**config.mk**
```make
export PLATFORM = sky130hd
export DESIGN_NAME = sort_job_scheduler_flat
export DESIGN_NICKNAME = d
export VERILOG_FILES = /design/src/rtl/sort_job_scheduler_pkg.sv /design/src/rtl/sort_job_scheduler_if.sv /design/src/rtl/sort_job_scheduler_rr_arbiter.sv /design/src/rtl/sort_job_scheduler.sv /design/src/flat_wrapper.sv
export SDC_FILE = /design/constraint.sdc
export NUM_CORES = 1
export LEC_CHECK = 0
export CORE_AREA = 2 2 141 143
export CTS_CLUSTER_DIAMETER = 40
export CTS_CLUSTER_SIZE = 14
export DETAILED_ROUTE_END_ITERATION = 16
export DIE_AREA = 0 0 143 145
export GPL_TIMING_DRIVEN = 0
export PLACE_DENSITY = 0.71
export SLEW_MARGIN = 20
export SYNTH_ARGS = -nofsm -noshare
export SYNTH_HDL_FRONTEND = slang
export SYNTH_HIERARCHICAL = 1
export SYNTH_SLANG_ARGS = --single-unit
export TNS_END_PERCENT = 5
```
**constraint.sdc**
```tcl
create_clock -name clk -period 2.65 [get_ports clk]
set_input_delay 0.53 -clock clk [delete_from_list [all_inputs] [get_ports clk]]
set_output_delay 0.53 -clock clk [all_outputs]
set_load 0.05 [all_outputs]
```
**src/rtl/sort_job_scheduler_pkg.sv**
```systemverilog
// Shared types for the sort job scheduler and its clients.
// Default sizes match the fsm_sort engine.
package sort_job_scheduler_pkg;

  localparam int R_DEF       = 4;
  localparam int N_DEF       = 6;
  localparam int W_DEF       = 8;
  localparam int TIMEOUT_DEF = 256;

  typedef enum logic [1:0] {
    IDLE,
    START,
    WAIT,
    RESP
  } sched_state_e;

  typedef logic [W_DEF-1:0] vec_t [N_DEF];

endpackage

```
**src/rtl/sort_job_scheduler_if.sv**
```systemverilog
// Requester and sorter signals of the sort job scheduler.
// master = scheduler side, slave = clients plus sorter.
interface sort_job_scheduler_if
  import sort_job_scheduler_pkg::*;
#(
  parameter int R = R_DEF,
  parameter int N = N_DEF,
  parameter int W = W_DEF
);

  logic [R-1:0]                 req;
  logic [R-1:0][N-1:0][W-1:0]   req_data;
  logic [R-1:0]                 gnt;
  logic [R-1:0]                 resp_valid;
  logic [R-1:0]                 resp_ready;
  logic [N-1:0][W-1:0]          resp_data;
  logic                         resp_err;
  logic                         sort_start;
  logic [N-1:0][W-1:0]          sort_data;
  logic                         sort_done;
  logic [N-1:0][W-1:0]          sort_result;
  logic                         busy;

  modport master (
    input  req, req_data, resp_ready,
    input  sort_done, sort_result,
    output gnt, resp_valid, resp_data,
    output resp_err, sort_start, sort_data,
    output busy
  );

  modport slave (
    output req, req_data, resp_ready,
    output sort_done, sort_result,
    input  gnt, resp_valid, resp_data,
    input  resp_err, sort_start, sort_data,
    input  busy
  );

endinterface

```
**src/rtl/sort_job_scheduler_rr_arbiter.sv**
```systemverilog
// Round-robin pick: first request at or after ptr,
// wrapping R-1 -> 0. Purely combinational.
module sort_job_scheduler_rr_arbiter #(
  parameter int R  = 4,
  parameter int IW = (R > 1) ? $clog2(R) : 1
) (
  input  logic [R-1:0]  req,
  input  logic [IW-1:0] ptr,
  output logic [R-1:0]  gnt,
  output logic [IW-1:0] idx,
  output logic          any
);

  int k;

  // Scan from farthest to nearest so the nearest hit wins.
  always_comb begin
    gnt = '0;
    idx = '0;
    any = 1'b0;
    k   = 0;
    for (int i = R - 1; i >= 0; i--) begin
      k = int'(ptr) + i;
      if (k >= R) k = k - R;
      if (req[k[IW-1:0]]) begin
        idx = k[IW-1:0];
        any = 1'b1;
      end
    end
    if (any) gnt[idx] = 1'b1;
  end

endmodule

```
**src/rtl/sort_job_scheduler.sv**
```systemverilog
// Shares one sort engine among R requesters: round-robin
// grant, start pulse, watchdog-guarded wait, result handshake.
module sort_job_scheduler
  import sort_job_scheduler_pkg::*;
#(
  parameter int R       = R_DEF,
  parameter int N       = N_DEF,
  parameter int WIDTH   = W_DEF,
  parameter int TIMEOUT = TIMEOUT_DEF
) (
  input logic                  clk,
  input logic                  rst_n,
  sort_job_scheduler_if.master bus
);

  localparam int IW  = (R > 1) ? $clog2(R) : 1;
  localparam int WDW = $clog2(TIMEOUT + 1);

  sched_state_e   state;
  logic [IW-1:0]  rr_ptr;
  logic [IW-1:0]  owner;
  logic [WDW-1:0] wd;

  logic [R-1:0]   arb_gnt;
  logic [IW-1:0]  arb_idx;
  logic           arb_any;

  sort_job_scheduler_rr_arbiter #(
    .R  (R),
    .IW (IW)
  ) u_arb (
    .req (bus.req),
    .ptr (rr_ptr),
    .gnt (arb_gnt),
    .idx (arb_idx),
    .any (arb_any)
  );

  // Grant is shown in the IDLE cycle whose edge latches the job.
  assign bus.gnt = (state == IDLE && rst_n) ? arb_gnt : '0;

  always_ff @(posedge clk) begin
    if (!rst_n) begin
      state          <= IDLE;
      rr_ptr         <= '0;
      owner          <= '0;
      wd             <= '0;
      bus.sort_start <= 1'b0;
      bus.sort_data  <= '0;
      bus.resp_valid <= '0;
      bus.resp_data  <= '0;
      bus.resp_err   <= 1'b0;
      bus.busy       <= 1'b0;
    end else begin
      bus.sort_start <= 1'b0;
      unique case (state)
        IDLE: begin
          if (arb_any) begin
            bus.sort_data  <= bus.req_data[arb_idx];
            owner          <= arb_idx;
            bus.sort_start <= 1'b1;
            bus.busy       <= 1'b1;
            state          <= START;
          end
        end
        START: begin
          wd    <= '0;
          state <= WAIT;
        end
        WAIT: begin
          // wd==0 marks the first WAIT cycle: a done here is stale.
          if (wd != '0 && bus.sort_done) begin
            bus.resp_data  <= bus.sort_result;
            bus.resp_err   <= 1'b0;
            bus.resp_valid <= R'(1) << owner;
            state          <= RESP;
          end else if (wd == WDW'(TIMEOUT)) begin
            bus.resp_data  <= '0;
            bus.resp_err   <= 1'b1;
            bus.resp_valid <= R'(1) << owner;
            state          <= RESP;
          end else begin
            wd <= wd + 1'b1;
          end
        end
        RESP: begin
          if (bus.resp_ready[owner]) begin
            bus.resp_valid <= '0;
            bus.busy       <= 1'b0;
            rr_ptr         <= (owner == IW'(R - 1)) ?
                              '0 : owner + 1'b1;
            state          <= IDLE;
          end
        end
        default: state <= IDLE;
      endcase
    end
  end

endmodule

```
**src/flat_wrapper.sv**
```systemverilog
// flat-port wrapper written by rule: the top's interface ports become plain ports
module sort_job_scheduler_flat import sort_job_scheduler_pkg::*;
#(
  parameter int R       = R_DEF,
  parameter int N       = N_DEF,
  parameter int WIDTH   = W_DEF,
  parameter int TIMEOUT = TIMEOUT_DEF
)
  (clk, rst_n, bus_req, bus_req_data, bus_resp_ready, bus_sort_done, bus_sort_result, bus_gnt, bus_resp_valid, bus_resp_data, bus_resp_err, bus_sort_start, bus_sort_data, bus_busy);
  sort_job_scheduler_if #(.R(R), .N(N), .W((8))) bus_i ();
  input logic clk;
  input logic rst_n;
  input wire logic [$bits(bus_i.req)-1:0] bus_req;
  input wire logic [$bits(bus_i.req_data)-1:0] bus_req_data;
  input wire logic [$bits(bus_i.resp_ready)-1:0] bus_resp_ready;
  input wire logic [$bits(bus_i.sort_done)-1:0] bus_sort_done;
  input wire logic [$bits(bus_i.sort_result)-1:0] bus_sort_result;
  output wire logic [$bits(bus_i.gnt)-1:0] bus_gnt;
  output wire logic [$bits(bus_i.resp_valid)-1:0] bus_resp_valid;
  output wire logic [$bits(bus_i.resp_data)-1:0] bus_resp_data;
  output wire logic [$bits(bus_i.resp_err)-1:0] bus_resp_err;
  output wire logic [$bits(bus_i.sort_start)-1:0] bus_sort_start;
  output wire logic [$bits(bus_i.sort_data)-1:0] bus_sort_data;
  output wire logic [$bits(bus_i.busy)-1:0] bus_busy;
  assign bus_i.req = bus_req;
  assign bus_i.req_data = bus_req_data;
  assign bus_i.resp_ready = bus_resp_ready;
  assign bus_i.sort_done = bus_sort_done;
  assign bus_i.sort_result = bus_sort_result;
  assign bus_gnt = bus_i.gnt;
  assign bus_resp_valid = bus_i.resp_valid;
  assign bus_resp_data = bus_i.resp_data;
  assign bus_resp_err = bus_i.resp_err;
  assign bus_sort_start = bus_i.sort_start;
  assign bus_sort_data = bus_i.sort_data;
  assign bus_busy = bus_i.busy;
  sort_job_scheduler #(.R(R), .N(N), .WIDTH(WIDTH), .TIMEOUT(TIMEOUT)) u_core (.clk(clk), .rst_n(rst_n), .bus(bus_i));
endmodule
```
Yosys cells after proc, flatten, opt, wreduce, memory -nomap -nowiden --
Index checks and enable logic that the tools add are counted.
Cells by class: order comparisons 11, $add $sub $neg 9, muxes and demuxes 49, shift operators 1, reductions and logical operators 17, equal/unequal tests 10
Operators with widths (count):
- 2-to-1 mux 48 bit | 3
- binary-select mux 48 bit (select 2 bit) | 1
- 2-to-1 mux 2 bit | 13
- 2-to-1 mux 4 bit | 5
- < comparator 2 x 3 -> 1 bit, second input constant | 6
- 2-to-1 mux 9 bit | 2
- one-hot mux 9 bit (2 select lines) | 1
- 2-to-1 mux 1 bit | 15
- AND reduction 3 bit | 4
- binary-select mux 1 bit (select 2 bit) | 5
- adder 9 x 1 -> 9 bit, second input constant | 1
- equality test 9 bit, second input constant | 1
- >= comparator 3 bit, second input constant | 3
- nonzero test 9 bit | 1
- one-hot mux 2 bit (4 select lines) | 1
- one-hot mux 4 bit (2 select lines) | 1
- AND reduction 2 bit | 4
- nonzero test 2 bit | 4
- subtractor 2 x 1 -> 2 bit, second input constant | 4
- adder 2 x 2 -> 3 bit, second input constant | 2
- equality test 2 bit, second input constant | 3
- inequality test 2 x 1 -> 1 bit, second input constant | 2
- inequality test 2 bit, second input constant | 2
- << shifter 1 x 2 -> 4 bit, first input constant | 1
- other kinds (10) | 12
Storage, ports and cells: input bits 251, flip-flop bits (word level) 118, output and inout port bits 107, logic and storage cells 117

Depth between registers and ports, before layout --
depth in word-level cells 15, mapped depth 10, gate-level depth less buffers 6

By module --
Netlist, hierarchy kept.
Modules (own cells, without submodules):
- sort_job_scheduler | area each 5995.8 um^2, seq. area each 2362.3 um^2, instances 1, cells each 634
- sort_job_scheduler_rr_arbiter | area each 211.5 um^2, seq. area each 0.0 um^2, instances 1, cells each 33

Worst setup path before layout --
OpenSTA, ideal clock, no wires.
path type input -> register, start point input port bus_req[0], end point register u_core.bus.sort_data[16], path slack 0.117 ns, data required time 2.518 ns, library setup time 0.132 ns, path buffers 4, data arrival time 2.401 ns, stages 10, path through buf_4 > a21boi_1 > o22ai_1 > a31oi_1 > clkbuf_1 > buf_2 > buf_2 > mux4_2 > nand2_1 > a21oi_1
Between the ends: word-level cells in the longest chain between the ends 8
Ends and longest elaborated chain:
- start: declaration | line flat_wrapper.sv:13 | input wire logic [$bits(bus_i.req)-1:0] bus_req;
- binary-select mux 1 bit (select 2 bit) | line sort_job_scheduler_rr_arbiter.sv:25 | if (req[k[IW-1:0]]) begin
- 2-to-1 mux 1 bit (implied by the code) | line sort_job_scheduler_rr_arbiter.sv:25
- 2-to-1 mux 2 bit (3 in series) | line sort_job_scheduler_rr_arbiter.sv:25
- 2-to-1 mux 2 bit (*) | line sort_job_scheduler_rr_arbiter.sv:25
- via u_core.arb_idx[0] | line sort_job_scheduler.sv:25 | logic [IW-1:0] arb_idx;
- binary-select mux 48 bit (select 2 bit) (*) | line sort_job_scheduler.sv:59 | bus.sort_data <= bus.req_data[arb_idx];
- 2-to-1 mux 48 bit (implied by the code) (*) | line sort_job_scheduler.sv:59
- end signal: assignment | line sort_job_scheduler.sv:59
- end: declaration | line sort_job_scheduler_if.sv:28 | output resp_err, sort_start, sort_data,
Mark *: on every way through the listed nets, which the timed path passes. The rest lies on a longest branch. The select of a mux whose other input is x is not followed. A chain may end at the register's enable or synchronous reset.

Worst setup path after layout --
start point input port bus_req[3], end point register u_core.bus.sort_data[18]
Same word-level chain as after synthesis.

==> results.ini <==
[synthesis]
yosysWarnings = 6
synthesis.area_um2 = 6207
syn-instance-count = 667
ys_types = 47
ys_ff_latch = 118
syn_nets = 928
syn-mean-instance-area_um2 = 9.306
yosysSeqAreaShare = 0.3806

[timing]
setup_viol = 0
min_period_over_period = 0.9796
worst_slew_pin_slew_ns = 0.7544
fin_crit_ns = 2.596
hold_slack_ns = 0.4520
clock.fmax_mhz = 385.2
hold_viol = 0
setup_tns_ns = 0
worst_slack_ns = 0.05419
rsz0062_at_grt = yes
drv_slew = 0
fin_skew_ns = 0.009943
relSlewSlack = 0.4960

[routing]
drc = 0
wl_met3_um = 1784
top_layer = met5
first_pass_iters = 6
drt_wl_total_um = 24810
drtIter0Drc = 356
viasPerCell = 4.927
num_vias = 6504
wl_per_cell_um = 18.79
drtAntennaViolNets = 0
wl_met2_um = 12650
wl_met1_um = 9428

[finish]
final_cell_mix = clkdlybuf4s50_1, nand2_1, dfxtp_1
final_common_cell = clkdlybuf4s50_1
fin_nets = 1298
fin_util = 0.5584
syn_to_final_growth_pct = 72.79
drive_gt1_frac = 0.1029

[power_and_ir_drop]
power_density_nw_per_um2 = 752.3
seqPwrFrac = 0.277
power.share.switching = 0.3850
switchingPower_mw = 3.107
finalPower_mw = 8.068
p_int_mw = 4.962
vdd_drop_max_v = 0.0003652
p_leak_nw = 3.804
pwr-share-clk = 0.307
combPwrFrac = 0.415

[clocking]
cts.sinks = 118
clkTransAtPathRegs_ns = 0.06
numCtsBuffers = 17
post-cts-setup-buffer-count = 0
cts_tree = yes
cts_resized = 17
ctsHtreeMaxLevel = 4
cts_root_buf = clkbuf_16
ctsHoldBuffers = 0
worstSkewPairLatency_ns = 0.42
clk_path_buf_depth = 2

[setup_path]
startpoint_type = primary input
worst-path-max-fanout = 10
cp.required_ns = 2.93
criticalPathCategory = primary input to register
cp_data_arrival_time_ns = 2.87
cp_slowest_cell = clkdlybuf4s50_1
worstSetupEndpointType = register
crit_chain = clkdlybuf4s50_1, inv_1, o2bb2a_1, buf_2, clkbuf_2, mux4_2, nand2_1, a21oi_1
cpPeakStageDelay_ns = 0.59
path_delay_family = buffers and inverters
r2r_slack_ns = 0.11
crit_buf_inv = 4

[placed_design]
dp_hpwl_um = 19930
gp_congestion = 0.8633
place_ws_ns = -0.8949
portBuffers = 352

[min_path]
hold_path_class = register to register

[global_route]
grt_max_degree = 20
grt_pass1_vias = 6580
track_usage = 0.2371
gr-total-overflow = 0
antenna_found_initial = 6
grt_pass1_wl_um = 37060

[floorplan]
coreArea_um2 = 19210
die_height_um = 145
core.rowCount = 51
die_x_um = 143
ios = 358
dieArea_um2 = 20740
floorplan.initialDensity = 0.3232

[job]
maxCapViolCount = 0

[status]
status = complete, no violations

## area by class of cell
class,count,area [um^2]
Multi-Input combinational cell,475,3532
Tap cell,265,331.6
Antenna cell,5,12.51
Clock buffer,20,456.7
Timing Repair Buffer,352,3528
Buffer,59,272.8
Sequential cell,118,2362
Inverter,14,52.55
Fill cell,1760,8482
Clock inverter,12,176.4
## sequential cells by signal, indices dropped and copies added, names as in the netlist
| register | flops |
|---|---|
| u_core/wd | 9 |
| u_core/bus.sort_start | 1 |
| u_core/bus.resp_err | 1 |
| u_core/bus.resp_data | 48 |
| u_core/bus.busy | 1 |
| u_core/rr_ptr | 2 |
| u_core/bus.sort_data | 48 |
| u_core/state | 2 |
| u_core/bus.resp_valid | 4 |
| u_core/owner | 2 |
## stage by stage
stage	cell area, um^2	std cells
after floorplan	6207	667
after global placement	10060	1284
after detailed placement	10060	1284
after CTS	10700	1315
after global routing	10730	1320
final	10730	1320
## cell usage after synthesis (all sizes together)
cell type,instances,area share
o22ai,6,0.0060
ha,10,0.020
nand3b,1,0.0012
a31oi,2,0.0020
o21ai,7,0.0056
o41a,2,0.0036
nor2,9,0.0054
nand2b,5,0.0050
o2bb2a,1,0.0016
and4,1,0.0014
o41ai,2,0.0040
nor4bb,1,0.0016
buf,21,0.019
nor2b,2,0.0020
nand4,3,0.0030
a41oi,1,0.0014
clkbuf,39,0.024
nand4b,1,0.0014
and2,2,0.0020
or3,1,0.0010
nor4b,2,0.0028
a22o,1,0.0014
a21boi,4,0.0048
nand2,165,0.10
a21oi,61,0.049
o221a,2,0.0036
and3,6,0.0060
a22oi,1,0.0012
a311oi,2,0.0028
o221ai,1,0.0014
o31ai,2,0.0024
nand3,61,0.049
or4b,1,0.0022
o2bb2ai,1,0.0014
mux4,49,0.18
mux2i,54,0.087
inv,14,0.0085
a21o,2,0.0024
a21bo,1,0.0016
dfxtp,118,0.38
o211ai,2,0.0024
## final timing paths
check / start / end / cells past startpoint
worst max-delay path: bus_req[3] / u_core/bus.sort_data[18] / 8
worst min register to register: u_core/bus.resp_data[15] / u_core/bus.resp_data[15] / 2
worst min-delay path: u_core/bus.resp_data[15] / u_core/bus.resp_data[15] / 2
worst max register to register: u_core/rr_ptr[1] / u_core/bus.sort_data[12] / 9
## worst min-delay path: stages (launching register included)
cell and delay [ns]:
dfxtp_1 0.31, nand2_1 0.05, mux2i_1 0.05
## kinds of logic (layout without fill, tap and decap cells)
group | after synthesis | in the layout | synth area share
AND/OR/NAND/NOR | 261 | 261 | 0.1842
flip-flops | 118 | 118 | 0.3806
AO/OA/AOI/OAI | 101 | 101 | 0.09917
multiplexers | 103 | 103 | 0.2649
other | 0 | 5 | 0
adder cells (fa/ha/maj) | 10 | 10 | 0.02016
buffers and inverters | 74 | 457 | 0.05100
## routing by layer
metal  GRT usage  vias to the layer above
met1      0.2579                     3040
met3     0.07195                       50
met5           0                        -
met2      0.4120                      281
met4      0.1208                        2
li1            -                     3131
## power groups by stage
stage          Combinational, mW  Sequential (mW)  Clock [mW]
2_1_floorplan               1.10             3.18           0
3_3_place_gp                3.33             2.26           0
3_5_place_dp                3.35             2.27           0
4_1_cts                     3.36             2.24        2.52
5_1_grt                     3.54             2.27        2.61
6_report                    3.35             2.24        2.48
Note: power is estimated with default switching activity, not from simulation.
